## src/rtl/ammo_manager.sv

```systemverilog
// Per-player ammunition controller: shot count, post-shot cooldown,
// timed shell-by-shell reload and dry-fire reporting.
module ammo_manager #(
  parameter int MAX_SHOTS       = 3,
  parameter int COOLDOWN_CYCLES = 4,
  parameter int RELOAD_CYCLES   = 8,
  parameter int SHOT_W          = $clog2(MAX_SHOTS + 1)
) (
  input  logic              clk,
  input  logic              reset,
  input  logic              fire,
  input  logic              reload_req,
  input  logic              round_start,
  output logic [SHOT_W-1:0] remaining_shots,
  output logic              shot_fired,
  output logic              dry_fire,
  output logic              reloading,
  output logic              empty,
  output logic              can_fire
);

  localparam int TMAX = (COOLDOWN_CYCLES > RELOAD_CYCLES) ?
                        COOLDOWN_CYCLES : RELOAD_CYCLES;
  localparam int TW   = (TMAX > 1) ? $clog2(TMAX) : 1;

  localparam logic [TW-1:0] CD_INIT =
    TW'((COOLDOWN_CYCLES > 0) ? COOLDOWN_CYCLES - 1 : 0);
  localparam logic [TW-1:0] RL_INIT = TW'(RELOAD_CYCLES - 1);
  localparam logic [SHOT_W-1:0] FULL = SHOT_W'(MAX_SHOTS);
  localparam logic [SHOT_W-1:0] ONE  = SHOT_W'(1);

  typedef enum logic [1:0] {
    READY    = 2'd0,
    COOLDOWN = 2'd1,
    RELOAD   = 2'd2
  } state_t;

  state_t            state, state_n;
  logic [TW-1:0]     timer, timer_n;
  logic [SHOT_W-1:0] rem, rem_n;
  logic              sf_n, df_n;
  logic              has_ammo;

  assign has_ammo = (rem != '0);

  // State, timer, count and pulse registers
  always_ff @(posedge clk or posedge reset) begin
    if (reset) begin
      state      <= READY;
      timer      <= '0;
      rem        <= FULL;
      shot_fired <= 1'b0;
      dry_fire   <= 1'b0;
    end else begin
      state      <= state_n;
      timer      <= timer_n;
      rem        <= rem_n;
      shot_fired <= sf_n;
      dry_fire   <= df_n;
    end
  end

  // Next-state: round_start beats fire, fire beats reload_req
  always_comb begin
    state_n = state;
    timer_n = timer;
    rem_n   = rem;
    sf_n    = 1'b0;
    df_n    = 1'b0;
    if (round_start) begin
      state_n = READY;
      timer_n = '0;
      rem_n   = FULL;
    end else begin
      unique case (state)
        READY: begin
          if (fire) begin
            if (has_ammo) begin
              rem_n = rem - ONE;
              sf_n  = 1'b1;
              if (COOLDOWN_CYCLES > 0) begin
                state_n = COOLDOWN;
                timer_n = CD_INIT;
              end
            end else begin
              df_n = 1'b1;
            end
          end else if (reload_req && rem != FULL) begin
            state_n = RELOAD;
            timer_n = RL_INIT;
          end
        end
        COOLDOWN: begin
          if (timer == '0) begin
            state_n = READY;
          end else begin
            timer_n = timer - 1'b1;
          end
        end
        RELOAD: begin
          if (fire && has_ammo) begin
            rem_n = rem - ONE;
            sf_n  = 1'b1;
            if (COOLDOWN_CYCLES > 0) begin
              state_n = COOLDOWN;
              timer_n = CD_INIT;
            end else begin
              state_n = READY;
              timer_n = '0;
            end
          end else begin
            df_n = fire;
            if (timer == '0) begin
              rem_n = rem + ONE;
              if (rem_n == FULL) begin
                state_n = READY;
                timer_n = '0;
              end else begin
                timer_n = RL_INIT;
              end
            end else begin
              timer_n = timer - 1'b1;
            end
          end
        end
        default: begin
          state_n = READY;
          timer_n = '0;
        end
      endcase
    end
  end

  assign remaining_shots = rem;
  assign reloading       = (state == RELOAD);
  assign empty           = !has_ammo;
  assign can_fire        = has_ammo &&
                           (state == READY || state == RELOAD);

endmodule

```

## config.mk

```make
export PLATFORM = sky130hd
export DESIGN_NAME = ammo_manager
export DESIGN_NICKNAME = d
export VERILOG_FILES = /design/src/rtl/ammo_manager.sv
export SDC_FILE = /design/constraint.sdc
export NUM_CORES = 1
export LEC_CHECK = 0
export ABC_CLOCK_PERIOD_IN_PS = 1900
export CORE_MARGIN = 1.5
export CORE_UTILIZATION = 42
export CTS_CLUSTER_SIZE = 14
export DETAILED_ROUTE_END_ITERATION = 10
export DONT_BUFFER_PORTS = 1
export PLACE_DENSITY_LB_ADDON = 0.25
export SYNTH_ARGS = -nofsm -noshare
export SYNTH_HDL_FRONTEND = slang
export SYNTH_SLANG_ARGS = --single-unit
```

## constraint.sdc

```tcl
create_clock -name clk -period 1.9 [get_ports clk]
set_clock_uncertainty 0.2 [all_clocks]
set_input_delay 0.38 -clock clk [delete_from_list [all_inputs] [get_ports clk]]
set_output_delay 0.38 -clock clk [all_outputs]
set_load 0.01 [all_outputs]
```

# After elaboration in Yosys (flattened, before gate mapping)

Cells that the tools add are included.

Flip-flop bits (word level): 9
Input bits: 5
Word-level logic and storage cells: 66
Output and inout port bits: 7

Reduce and logical (&&, ||, !) cells: 12
Eq/ne operators: 12
Add/subtract/negate cells: 3
Mux-type cells: 34

Operator list:

| cell                | count |
|---|---|
| $mux 2              | 13 |
| $mux 3              | 8 |
| $ne 3x3->1 const B  | 4 |
| $pmux 3 s3          | 1 |
| $mux 1              | 8 |
| $ne 4x2->1 const B  | 2 |
| $ne 4x4->1 const B  | 2 |
| $pmux 2 s3          | 1 |
| $reduce_and 5->1    | 1 |
| $eq 2x2->1 const B  | 2 |
| $pmux 1 s2          | 2 |
| $pmux 2 s2          | 1 |
| $reduce_and 4->1    | 1 |
| $logic_and 1x1->1   | 3 |
| $logic_not 3->1     | 1 |
| $reduce_and 3->1    | 1 |
| $reduce_bool 3->1   | 1 |
| $sub 3x1->3 const B | 1 |
| $add 2x1->2 const B | 1 |
| $eq 2x1->1 const B  | 1 |
| $logic_not 2->1     | 1 |
| $ne 2x2->1 const B  | 1 |
| $reduce_bool 2->1   | 1 |
| $sub 2x1->2 const B | 1 |
| 2 further kinds     | 2 |

# Longest topological paths before layout

Depth in word-level cells: 7
Depth in mapped cells: 7
Depth with buffers taken out: 6

# Worst setup path after synthesis

Ideal clock, no wire load.

Path kind: reg2reg
Start: register rem[0], in the netlist remaining_shots[0]
End: register timer[0]
Setup slack: -0.067 ns
Clock period less this slack: 1.967 ns
Library setup time: 0.111 ns
Path buffers: 1
Arrival: 1.656 ns
Data required time: 1.589 ns
Stages on the path, launching flop included: 8
Path through: dfstp_2 -> inv_1 -> ha_1 -> nand2b_1 -> buf_2 -> nand2_1 -> a21oi_1 -> a2111oi_2

Longest elaborated chain between the ends: 7
Elaborated cells between the ends (all ways): 14
Classes of those cells: 1 x add/sub; 4 x eq/ne; 5 x mux; 4 x reduce/logical

Ends and longest elaborated chain:

| item                   | line | source |
|---|---|---|
| from (decl)            | 40   | `logic [SHOT_W-1:0] rem, rem_n;` |
| from (signal assigned) | 57   | `rem <= rem_n;` |
| $add 2x1->2            | 114  | `rem_n = rem + ONE;` |
| $eq 2x2->1             | 115  | `if (rem_n == FULL) begin` |
| $mux 3                 | 115  |  |
| $mux 3                 | 113  | `if (timer == '0) begin` |
| $mux 3                 | 101  | `if (fire && has_ammo) begin` |
| $pmux 3 s3             | 75   | `unique case (state)` |
| $mux 3                 | 70   | `if (round_start) begin` |
| to (signal assigned)   | 56   | `timer <= timer_n;` |
| to (decl)              | 39   | `logic [TW-1:0] timer, timer_n;` |

Parallel ways exist; a longest one is shown, timed or not.
A chain may end at the register's enable or synchronous reset.

# Worst setup path after layout

Start: register rem[0], in the netlist remaining_shots[0]
End: output can_fire

Longest elaborated chain between the ends: 2

Ends and longest elaborated chain:

| item              | line | source |
|---|---|---|
| $reduce_bool 2->1 | 44   | `assign has_ammo = (rem != '0);` |
| $logic_and 1x1->1 | 137  | `assign can_fire = has_ammo &&` |
| to (decl)         | 19   | `output logic can_fire` |

Every way passes these cells.

==> impl_results.md <==
- Status: complete, no violations
- CTS tree: yes
- HPWL after DPL: 1.023 mm
- Vias in the first global route: 537
- Root Buffer: clkbuf_4
- Clock Pin Slew Worst Setup and Hold Paths: 0.07 ns
- Worst Hold Class: primary input to register
- Max_slew headroom: 0.7109
- DIE WIDTH: 43.41 um
- Die Ht: 43.41 um
- Tot GR Track Use: 0.1892
- Max-cap viol count: 0
- Sequential fraction of the synthesis area: 0.3321
- Fin cells: 101
- P per Cell Area: 779.5 nW/um2
- Initial DRC Count: 11
- Final critical-path required period: 1.847 ns
- Routed vias/inst: 5.545
- Drt wl/cell: 14.59 um
- Congestion Overflow GR: 0
- Synth async-reset ratio: 1.000
- PortBufs: 0
- Final Hold Fails: 0
- Worst endpoint required time: 1.32 ns
- Fmax: 541.3 MHz
- Post-synth EDFFs: 0
- Warnings, synthesis: 0
- CP Max Fanout: 4
- CTS Sinks: 9
- Dpl ws: 0.04241 ns
- Final Cycle Share: 0.9723
- CTS Buf Count: 3
- Placed insts: 94
- First-pass GRT wire length: 2.470 mm
- Synthesis-to-finish area growth: 20.07%
- Pre-antenna DRT Iters: 4
- Skew-Pair Late Insertion Delay: 0.27 ns
- CTS Buffer Depth: 2
- GP Congestion: 0.7944
- Total power: 0.6418 mW
- # setup viols final: 0
- Worst slew pin tran: 0.4282 ns
- Post-synthesis register bit count: 9
- Cell Area, Placed: 742.0 um2
- Cell variety after synth: 33
- Synth Instances: 77
- # IOs: 12
- Initial antenna violation count: 0
- Startpoint Class: register
- Max rail drop VDD: 0.5389 mV
- Slew Limit Fails: 0
- Routed Antenna Nets: 0
- Critical Path AT: 1.27 ns
- Row count: 14
- Syn nets: 87
- Worst hold slack: 0.02029 ns
- Total detailed-routing wirelength: 1.474 mm
- Initial Utilization: 0.4499
- Mapped Avg Cell Area: 8.905 um2
- DRC: 0
- NumNets Final: 96
- Vias: 560
- Fin area: 823.3 um2
- Cell area after synthesis: 685.7 um2
- Min setup slack post-route: 0.05272 ns
- Crit path kind: register to output port
- Pleak: 0.3625 nW
- Largest net degree at the start of global routing: 13
- Die ar.: 1884 um2
- CTS H-Tree Depth: 1
- Layout cells sized above 1: 0.2588
- Core ar.: 1524 um2
- Post-synth top flop: dfrtp_1
- CP Capture Type: output port
- Antenna Cells: 0
==> cells by family after synthesis <==
logic type	synth area share
AOI/OAI and AO/OA	0.2044
xor gates and xnor gates	0.02555
adders and majority gates	0.09124
buffers and inverters	0.05840
DFF	0.3321
muxes	0.04380
and+or+nand+nor	0.2445
==> per-layer routing <==
metal | vias up | wire length [um] | share of wire | track usage
li1 | 286 | - | - | -
met3 | 5 | 38 | 0.026 | 0.04167
met2 | 9 | 642 | 0.44 | 0.2687
met4 | 0 | 46 | 0.031 | 0.1455
met5 | - | 0 | 0 | 0
met1 | 260 | 747 | 0.51 | 0.2493
==> per-stage QoR <==
| stage | TNS [ns] | util |
|---|---|---|
| 2_1_floorplan | 0 | - |
| 3_3_place_gp | 0 | 0.4869 |
| 3_5_place_dp | 0 | 0.4869 |
| 4_1_cts | 0 | 0.5222 |
| 5_1_grt | -0.01398 | 0.5402 |
| 6_report | 0 | 0.5402 |
==> cells in the mapped netlist (2+ instances only) <==
cell	instances	area share
dfrtp_1	7	0.26
nor2b_1	3	0.027
nor3_1	2	0.015
nand2_1	6	0.033
buf_2	2	0.015
ha_1	5	0.091
inv_1	5	0.027
dfstp_2	2	0.077
clkbuf_1	2	0.011
nand2b_1	5	0.046
a21oi_1	9	0.066
nor2_1	6	0.033
mux2i_1	3	0.044
==> cell usage in the layout, fill, tap and decap left out, drive strengths merged, types with 2 or more instances in the layout <==
cell type,Yosys,routed
a21oi,9,9
dfrtp,7,7
nor2,7,7
buf,3,7
nand2,6,6
nand2b,5,5
inv,5,5
ha,5,5
clkbuf,2,4
nor2b,3,3
mux2i,3,3
nor3,2,2
dlygate4sd3,0,2
dfstp,2,2
a211oi,2,2
==> layout make-up <==
cell class,count,area (um2)
Timing Repair Buffer,9,80.08
Fill cell,137,700.7
Clock buffer,4,26.28
Inverter,5,18.77
Sequential cell,9,227.7
Tap cell,16,20.02
Multi-Input combinational cell,58,450.4
==> final timing paths <==
check                      depth (start not counted)                      startpoint  slack [ns]                        endpoint
min                                                1                     round_start        0.02  remaining_shots[1]$_DFFE_PP1P_
min in group asynchronous                          2                           reset        0.31            timer[1]$_DFFE_PP0P_
max                                                4  remaining_shots[0]$_DFFE_PP1P_        0.05                        can_fire
min reg2reg                                        2            timer[1]$_DFFE_PP0P_        0.36            timer[1]$_DFFE_PP0P_
max in group asynchronous                          2                           reset        0.89  remaining_shots[0]$_DFFE_PP1P_
max reg2reg                                        6  remaining_shots[0]$_DFFE_PP1P_        0.06            timer[2]$_DFFE_PP0P_
==> where the power goes <==
part / internal, mW / leakage (nW) / switching (mW)
Clock: 0.0813 / 0.0150 / 0.0753
Sequential: 0.216 / 0.113 / 0.0271
Combinational: 0.113 / 0.234 / 0.128
==> critical path: stages (launching register included) <==
cell and delay, ns:
dfstp_2 0.54, inv_2 0.05, ha_4 0.15, buf_4 0.15, nor2_4 0.10
==> repair_timing <==
action | 4_1_cts | 5_1_grt
pin swaps | 0 | 4
setup endpoints to repair | 1 | 4
resized for setup | 2 | 6
hold endpoints to repair | 14 | 0
hold buffers | 2 | 0
setup buffers | 0 | 1
==> sequential cells by signal, summed over array words and instances (netlist names) <==
register / cells
timer: 3
dry_fire: 1
shot_fired: 1
remaining_shots: 2
state: 2
(Power assumes the default switching activity.)
